**src/rtl/fetch_unit_pkg.sv**
```systemverilog
// Shared pipeline definitions for the instruction-fetch stage.
// Holds the fetch FSM state encoding, the NOP instruction and the default reset PC.
package fetch_unit_pkg;

  typedef enum logic [1:0] {
    S_BOOT = 2'd0,
    S_REQ  = 2'd1,
    S_WAIT = 2'd2
  } fetch_state_e;

  localparam logic [31:0] NOP_INST           = 32'h0000_0013;
  localparam logic [31:0] DEFAULT_RESET_ADDR = 32'h0000_0000;
  localparam logic [31:0] WORD_MASK          = 32'hFFFF_FFFC;

  function automatic logic [31:0] word_align(input logic [31:0] addr);
    return addr & WORD_MASK;
  endfunction

endpackage

```
**src/rtl/fetch_hold_buf.sv**
```systemverilog
// One-entry {inst, pc} buffer that parks a fetched instruction while IF/ID is stalled.
// Clear beats capture, and capture beats consume.
module fetch_hold_buf
  import fetch_unit_pkg::*;
(
  input  logic        i_clk,
  input  logic        i_rst_n,
  input  logic        i_capture,
  input  logic        i_consume,
  input  logic        i_clear,
  input  logic [31:0] i_inst,
  input  logic [31:0] i_pc,
  output logic        o_full,
  output logic [31:0] o_inst,
  output logic [31:0] o_pc
);

  logic        full_q;
  logic [31:0] inst_q;
  logic [31:0] pc_q;

  always_ff @(posedge i_clk or negedge i_rst_n) begin
    if (!i_rst_n) begin
      full_q <= 1'b0;
      inst_q <= NOP_INST;
      pc_q   <= '0;
    end else if (i_clear) begin
      full_q <= 1'b0;
    end else if (i_capture) begin
      full_q <= 1'b1;
      inst_q <= i_inst;
      pc_q   <= i_pc;
    end else if (i_consume) begin
      full_q <= 1'b0;
    end
  end

  assign o_full = full_q;
  assign o_inst = inst_q;
  assign o_pc   = pc_q;

endmodule

```
**src/rtl/fetch_unit.sv**
```systemverilog
// RV32I instruction-fetch stage: PC, single-outstanding imem requests, IF/ID register.
// Define FETCH_PERF_EN to add the fetched/dropped response counters.
//
// state  | meaning
// S_BOOT | first cycle after reset, raises o_rst_stall, no request
// S_REQ  | presenting pc_q to imem until accepted
// S_WAIT | request accepted, waiting for its response
module fetch_unit
  import fetch_unit_pkg::*;
#(
  parameter logic [31:0] RESET_ADDR = DEFAULT_RESET_ADDR
) (
  input  logic        i_clk,
  input  logic        i_rst_n,
  input  logic        i_stall_pc,
  input  logic        i_stall_if_id,
  input  logic        i_flush,
  input  logic [31:0] i_redirect_pc,
  output logic        o_imem_ren,
  output logic [31:0] o_imem_addr,
  input  logic        i_imem_ready,
  input  logic        i_imem_valid,
  input  logic [31:0] i_imem_rdata,
  output logic [31:0] o_if_id_inst,
  output logic [31:0] o_if_id_pc,
  output logic [31:0] o_if_id_pc4,
  output logic        o_if_id_valid,
  output logic        o_rst_stall
`ifdef FETCH_PERF_EN
  ,
  output logic [31:0] o_perf_fetched,
  output logic [31:0] o_perf_dropped
`endif
);

  fetch_state_e state_q, state_d;

  logic [31:0] pc_q;
  logic [31:0] inflight_pc_q;
  logic        drop_q;
  logic        ren;

  logic        hold_full;
  logic [31:0] hold_inst;
  logic [31:0] hold_pc;

  logic flush_eff;
  logic accept;
  logic resp;
  logic deliver;
  logic discard;

  // A redirect during boot has nothing to cancel and is ignored.
  assign flush_eff = i_flush && (state_q != S_BOOT);
  assign accept    = ren && i_imem_ready;
  assign resp      = (state_q == S_WAIT) && i_imem_valid;
  assign deliver   = resp && !drop_q && !i_flush;
  assign discard   = resp && (drop_q || i_flush);

  always_ff @(posedge i_clk or negedge i_rst_n) begin
    if (!i_rst_n) state_q <= S_BOOT;
    else          state_q <= state_d;
  end

  always_comb begin
    state_d     = state_q;
    ren         = 1'b0;
    o_rst_stall = 1'b0;
    unique case (state_q)
      S_BOOT: begin
        o_rst_stall = 1'b1;
        state_d     = S_REQ;
      end
      S_REQ: begin
        ren = !i_flush && !i_stall_pc && !hold_full;
        if (ren && i_imem_ready) state_d = S_WAIT;
      end
      S_WAIT: begin
        if (i_imem_valid) state_d = S_REQ;
      end
      default: state_d = S_BOOT;
    endcase
  end

  assign o_imem_ren  = ren;
  assign o_imem_addr = pc_q;

  always_ff @(posedge i_clk or negedge i_rst_n) begin
    if (!i_rst_n) begin
      pc_q          <= word_align(RESET_ADDR);
      inflight_pc_q <= '0;
      drop_q        <= 1'b0;
    end else begin
      if (flush_eff)   pc_q <= word_align(i_redirect_pc);
      else if (accept) pc_q <= pc_q + 32'd4;
      if (accept) inflight_pc_q <= pc_q;
      // The response in flight at redirect time belongs to the old path.
      if (resp)                                   drop_q <= 1'b0;
      else if (flush_eff && (state_q == S_WAIT)) drop_q <= 1'b1;
    end
  end

  fetch_hold_buf u_hold_buf (
    .i_clk     (i_clk),
    .i_rst_n   (i_rst_n),
    .i_capture (deliver && i_stall_if_id),
    .i_consume (!flush_eff && !i_stall_if_id && hold_full),
    .i_clear   (flush_eff),
    .i_inst    (i_imem_rdata),
    .i_pc      (inflight_pc_q),
    .o_full    (hold_full),
    .o_inst    (hold_inst),
    .o_pc      (hold_pc)
  );

  always_ff @(posedge i_clk or negedge i_rst_n) begin
    if (!i_rst_n) begin
      o_if_id_inst  <= NOP_INST;
      o_if_id_pc    <= '0;
      o_if_id_pc4   <= '0;
      o_if_id_valid <= 1'b0;
    end else if (flush_eff) begin
      o_if_id_inst  <= NOP_INST;
      o_if_id_pc    <= '0;
      o_if_id_pc4   <= '0;
      o_if_id_valid <= 1'b0;
    end else if (!i_stall_if_id) begin
      if (hold_full) begin
        o_if_id_inst  <= hold_inst;
        o_if_id_pc    <= hold_pc;
        o_if_id_pc4   <= hold_pc + 32'd4;
        o_if_id_valid <= 1'b1;
      end else if (deliver) begin
        o_if_id_inst  <= i_imem_rdata;
        o_if_id_pc    <= inflight_pc_q;
        o_if_id_pc4   <= inflight_pc_q + 32'd4;
        o_if_id_valid <= 1'b1;
      end else begin
        o_if_id_inst  <= NOP_INST;
        o_if_id_pc    <= '0;
        o_if_id_pc4   <= '0;
        o_if_id_valid <= 1'b0;
      end
    end
  end

`ifdef FETCH_PERF_EN
  logic [31:0] perf_fetched_q;
  logic [31:0] perf_dropped_q;

  always_ff @(posedge i_clk or negedge i_rst_n) begin
    if (!i_rst_n) begin
      perf_fetched_q <= '0;
      perf_dropped_q <= '0;
    end else begin
      if (deliver) perf_fetched_q <= perf_fetched_q + 32'd1;
      if (discard) perf_dropped_q <= perf_dropped_q + 32'd1;
    end
  end

  assign o_perf_fetched = perf_fetched_q;
  assign o_perf_dropped = perf_dropped_q;
`endif

endmodule

```
**config.mk**
```make
export PLATFORM = sky130hd
export DESIGN_NAME = fetch_unit
export DESIGN_NICKNAME = d
export VERILOG_FILES = /design/src/rtl/fetch_unit_pkg.sv /design/src/rtl/fetch_hold_buf.sv /design/src/rtl/fetch_unit.sv
export SDC_FILE = /design/constraint.sdc
export NUM_CORES = 1
export LEC_CHECK = 0
export BUFFER_PORTS_ARGS = -buffer_cell sky130_fd_sc_hd__buf_2
export CORE_AREA = 5 5 151 153
export CTS_CLUSTER_SIZE = 12
export DETAILED_ROUTE_END_ITERATION = 12
export DIE_AREA = 0 0 156 158
export MAX_ROUTING_LAYER = met4
export PLACE_DENSITY = 0.86
export SETUP_SLACK_MARGIN = 0.3
export SYNTH_ARGS = -nofsm -noshare
export SYNTH_HDL_FRONTEND = slang
export SYNTH_SLANG_ARGS = --single-unit
```
**constraint.sdc**
```tcl
create_clock -name i_clk -period 2.7 [get_ports i_clk]
set_clock_uncertainty 0.15 [all_clocks]
set_input_delay 0.135 -clock i_clk [delete_from_list [all_inputs] [get_ports i_clk]]
set_output_delay 0.135 -clock i_clk [all_outputs]
set_load 0.01 [all_outputs]
```
## After elaboration in Yosys (flattened, before gate mapping)

Cells that the tools add are included.

| cells by class | value |
|---|---|
| bitwise logic cells | 1 |
| divide/modulo/power cells | 0 |
| $add $sub $neg | 3 |
| equality and inequality tests | 5 |
| multipliers | 0 |
| shift-type cells | 0 |
| multiplexer cells | 28 |
| magnitude comparators | 0 |
| reductions and logical operators | 25 |

Operators with widths:

| cell | number |
|---|---|
| $mux W32 | 14 |
| $add A32 B3 Y32 const B | 3 |
| $logic_and A1 B1 Y1 | 12 |
| $mux W1 | 11 |
| $logic_not A1 Y1 | 6 |
| $pmux W2 S3 | 1 |
| $reduce_bool A2 Y1 | 3 |
| $mux W2 | 2 |
| $ne A2 B2 Y1 const B | 2 |
| $reduce_and A2 Y1 | 2 |
| $reduce_bool A3 Y1 | 1 |
| $eq A2 B1 Y1 const B | 1 |
| $eq A2 B2 Y1 const B | 1 |
| $logic_not A2 Y1 | 1 |
| $ne A2 B1 Y1 const B | 1 |
| $not A1 Y1 | 1 |

| word-level totals | value |
|---|---|
| register bits after elaboration | 229 |
| output and inout bits | 131 |
| memories kept | 0 |
| word-level logic and storage cells | 73 |
| RAM bits | 0 |
| latch bits | 0 |
| memory bits (read-only) | 0 |

## Depth between registers and ports, before layout

| depth | value |
|---|---|
| word-level depth | 8 |
| mapped depth | 8 |
| depth with buffers taken out | 6 |

## By module

A second synthesis with hierarchy kept.

| second synthesis, totals | value |
|---|---|
| cells, all modules | 1014 |
| area, all modules | 10915.5 µm² |

By module, submodules not included:

| module | area an instance (µm²) | instances | cells an instance | seq. area each (µm²) |
|---|---|---|---|---|
| fetch_unit | 8170.3 | 1 | 874 | 3957.5 |
| fetch_hold_buf | 2745.1 | 1 | 140 | 1630.3 |

## Worst setup path before layout

Ideal clock, no wire load.

| timing path | value |
|---|---|
| path type | register to register |
| from | register inflight_pc_q[2] |
| to | register o_if_id_pc4[30] |
| buffers on the path | 1 |
| path slack | 0.443 ns |
| arrival | 1.981 ns |
| required time | 2.424 ns |
| cell stages (with the launch flop) | 8 |
| path through | dfrtp_1 > ha_1 > nand3_2 > or3_4 > buf_6 > nor4_1 > xor2_1 > a221o_1 |

| on the way | value |
|---|---|
| word-level cells in the longest chain between the ends | 5 |

RTL lines:

| what | RTL line | RTL |
|---|---|---|
| from (decl) | fetch_unit.sv:39 | `logic [31:0] inflight_pc_q;` |
| from (signal assigned) | fetch_unit.sv:96 | `if (accept) inflight_pc_q <= pc_q;` |
| $add A32 B3 Y32 | fetch_unit.sv:136 | `o_if_id_pc4 <= inflight_pc_q + 32'd4;` |
| $mux W32 | fetch_unit.sv:133 | `end else if (deliver) begin` |
| $mux W32 | fetch_unit.sv:128 | `if (hold_full) begin` |
| $mux W32 | fetch_unit.sv:127 | `end else if (!i_stall_if_id) begin` |
| $mux W32 | fetch_unit.sv:122 | `end else if (flush_eff) begin` |
| to (signal assigned) | fetch_unit.sv:131 | `o_if_id_pc4 <= hold_pc + 32'd4;` |
| to (signal assigned) | fetch_unit.sv:136 |  |
| to (decl) | fetch_unit.sv:26 | `output logic [31:0] o_if_id_pc4,` |

No other way between the ends. The select of a mux whose other input is x is not followed.
A chain may end at the register's enable or synchronous reset.

## Worst setup path after layout

| timing path | value |
|---|---|
| from | register u_hold_buf.full_q (netlist: u_hold_buf.o_full) |
| to | register o_if_id_pc4[18] |

| on the way | value |
|---|---|
| word-level cells in the longest chain between the ends | 3 |

RTL lines:

| what | RTL line | RTL |
|---|---|---|
| from (decl) | fetch_hold_buf.sv:18 | `logic full_q;` |
| from (signal assigned) | fetch_hold_buf.sv:24 | `full_q <= 1'b0;` |
| from (signal assigned) | fetch_hold_buf.sv:28 | `full_q <= 1'b0;` |
| from (signal assigned) | fetch_hold_buf.sv:30 | `full_q <= 1'b1;` |
| $mux W32 | fetch_unit.sv:128 |  |
| $mux W32 | fetch_unit.sv:127 |  |
| $mux W32 | fetch_unit.sv:122 |  |

No other way between the ends. The select of a mux whose other input is x is not followed.

==> results.sh <==
export IMPL_min_period_ns=2.34
export IMPL_worstReg2RegEnd="o_if_id_pc4[18]"
export IMPL_cts_made_buffers=25
export IMPL_yosysSeqAreaShare_pct=51.0
export IMPL_final_common_cell="dfrtp_1"
export IMPL_wl_per_cell_um=19.4
export IMPL_portBuffers=197
export IMPL_p_leak_uw=0.00628
export IMPL_ys_ff_latch=220
export IMPL_placed_area_mm2=0.0121
export IMPL_synth_area_mm2=0.0108
export IMPL_antenna_found_initial=1
export IMPL_final_hold_violation_count=0
export IMPL_drcViolationCount=0
export IMPL_syn_inst=1088
export IMPL_routed_top_layer="met4"
export IMPL_gp_congestion=0.921
export IMPL_final_cell_mix="211 x dfrtp_1, 196 x buf_2, 166 x nand2_1"
export IMPL_fin_crit_sh_pct=86.8
export IMPL_grt_pass1_vias=9511
export IMPL_reg2reg_from="u_hold_buf.o_full"
export IMPL_synth_edf_count=0
export IMPL_critPathKind="reg -> reg"
export IMPL_cpMaxStageDelayCell="nor4_1"
export IMPL_drt_iter0_drc=884
export IMPL_yosys_warnings=0
export IMPL_min_path_type="in -> async"
export IMPL_met1_length_mm=12.9
export IMPL_dpl_hpwl_mm=20.9
export IMPL_status="finished clean"
export IMPL_crit_arrival_ns=2.64
export IMPL_fp_dieW_um=156
export IMPL_async_reset_ff_share_pct=100
export IMPL_track_usage_pct=25.8
export IMPL_drv_cap=0
export IMPL_worst_pin_slew_ns=1.10
export IMPL_rsz0062_at_grt="no"
export IMPL_fin_area_mm2=0.0136
export IMPL_max_stage_delay_ns=0.97
export IMPL_path_cells="buf_4 -> nor4_1 -> a22oi_1 -> a21oi_1"
export IMPL_nets=1400
export IMPL_viasPerCell=5.95
export IMPL_syn_avg_cell_area_um2=9.94
export IMPL_reg2reg_depth=4
export IMPL_grt_overflow=0
export IMPL_fill_cells=1658
export IMPL_required_ns=2.99
export IMPL_vias=9638
export IMPL_drv_slew=0
export IMPL_grt_max_degree=76
export IMPL_clkTransAtPathRegs_ns=0.06
export IMPL_clockRootBuffer="clkbuf_16"
export IMPL_cts_tree="yes"
export IMPL_powerDensity_mw_per_mm2=628
export IMPL_grt_pass1_wl_mm=50.2
export IMPL_cts_num_sinks=220
export IMPL_routed_wl_met2_mm=14.8
export IMPL_ant_nets=0
export IMPL_max_freq_mhz=427
export IMPL_pin_count=202
export IMPL_insertion_delay_ns=0.53
export IMPL_critPathCaptureType="register"
export IMPL_holdWs_ns=0.0285
export IMPL_slew_headroom_pct=25.8
export IMPL_start_util_pct=50.5
export IMPL_worst_path_buf_inv=1
export IMPL_crit_path_max_fanout=26
export IMPL_dr_wl_met3_mm=2.80
export IMPL_total_power_uw=8510
export IMPL_synth_ff_type="dfrtp_1"
export IMPL_final_util_pct=63.3
export IMPL_finalSetupViolCount=0
export IMPL_dr_pass1_iters=9
export IMPL_wl_mm=31.4
export IMPL_cts_buffer_depth=3
export IMPL_ir_drop_uv=468
export IMPL_setup_tns_final_ns=0
export IMPL_cts_setup_buffers=0
export IMPL_path_delay_family="simple AND/OR/NAND/NOR gates"
export IMPL_fp_dieH_um=158
export IMPL_core_mm2=0.0214
export IMPL_htreeDepth=1
export IMPL_synth_top_area_share_pct=49.5
export IMPL_synth_area_leaders="dfrtp_1 50%, mux2_2 6.5%, nand2_1 5.8%, o21ai_0 3.4%, xnor2_1 3.1%"
export IMPL_ys_types=67
export IMPL_layout_drive_gt1_share_pct=26.3
export IMPL_worstSetupStartpointType="register"
export IMPL_area_delta_synth_final_pct=25.4
export IMPL_rows=54
export IMPL_synth_area_leader_cell="dfrtp_1"
export IMPL_rrSetupSlack_ns=0.36
export IMPL_dieArea_mm2=0.0246
metrics by stage:
step / instances / setup slack [ns]
2_1_floorplan: 1089 / 0.443
4_1_cts: 1620 / 0.323
6_report: 1621 / 0.357
3_3_place_gp: 1509 / 0.383
5_1_grt: 1621 / 0.307
3_5_place_dp: 1509 / 0.329
flip-flops by register name (all words and copies together), names as in the netlist, 2 cells and up:
register / cells
o_if_id_pc: 31
o_if_id_inst: 32
state_q: 2
u_hold_buf.o_pc: 30
o_if_id_pc4: 30
o_imem_addr: 30
u_hold_buf.o_inst: 32
inflight_pc_q: 30
area by class of cell:
cell class	instances	area, um^2	area share (%)
flip-flops and latches	220	5520	40.7
multi-input cells	767	4930	36.3
repair buffers	295	1940	14.3
clock buffers	34	699	5.16
well taps	280	350	2.58
clock inverters	7	63.8	0.470
inverters	17	63.8	0.470
diodes	1	2.50	0.0184
routing by layer:
layer / track usage (%) / vias up
li1: - / 4379
met1: 35.2 / 4669
met2: 39.8 / 500
met3: 4.67 / 90
met4: 7.34 / 0
met5: - / -
worst max-delay path by stage:
| stage | end | slack, ns | cells past startpoint | from |
|---|---|---|---|---|
| floorplan | o_if_id_pc4[30] | 0.44 | 7 | inflight_pc_q[2] |
| global placement | o_if_id_pc4[31] | 0.38 | 5 | inflight_pc_q[7] |
| detailed placement | o_if_id_pc4[30] | 0.33 | 6 | inflight_pc_q[2] |
| CTS | o_if_id_pc4[30] | 0.32 | 6 | inflight_pc_q[2] |
| global route | o_if_id_pc4[30] | 0.31 | 5 | inflight_pc_q[15] |
| finish | o_if_id_pc4[18] | 0.36 | 4 | u_hold_buf.o_full |
where the power goes:
| part | switching [uW] | leakage (uW) | internal, uW |
|---|---|---|---|
| registers | 472 | 0.00290 | 3600 |
| clock network | 1290 | 0.000381 | 1890 |
| logic | 697 | 0.00300 | 558 |
| total | 2460 | 0.00628 | 6050 |
logic make-up (layout without fill, tap and decap cells):
family,Yosys count,in the layout,share of synthesized area [%]
other,1,3,0.0347
multiplexers,88,88,8.86
AO/OA/AOI/OAI,198,198,12.4
adder cells (fa/ha/maj),3,3,0.347
flip-flops,220,220,51.0
buffers and inverters,102,353,3.93
XOR/XNOR,58,58,4.70
AND/OR/NAND/NOR,418,418,18.7
synthesized netlist by cell type, types with 4 or more instances:
master and n:
a211oi_1 9, a21oi_1 17, a221o_1 11, a221oi_1 36
a22oi_1 12, and2_1 8, and3_1 4, and4_1 14
buf_1 8, buf_2 10, buf_4 5, clkbuf_1 58
dfrtp_1 214, dfstp_2 6, inv_1 16, mux2_2 62
mux2i_1 26, nand2_1 167, nand3_1 38, nand4_1 20
nor2_1 70, nor3_1 47, nor4_1 21, o21ai_0 74
o21ai_1 4, o31ai_1 5, or3_1 5, or4_1 5
xnor2_1 38, xor2_1 20
timing repair:
item / in CTS / in global routing
resized for setup: 0 / 8
hold buffers: 70 / 0
endpoints found under the hold margin: 269 / 0
endpoints found under the setup margin: 0 / 46
No activity file was read; power rests on OpenSTA's default activity.
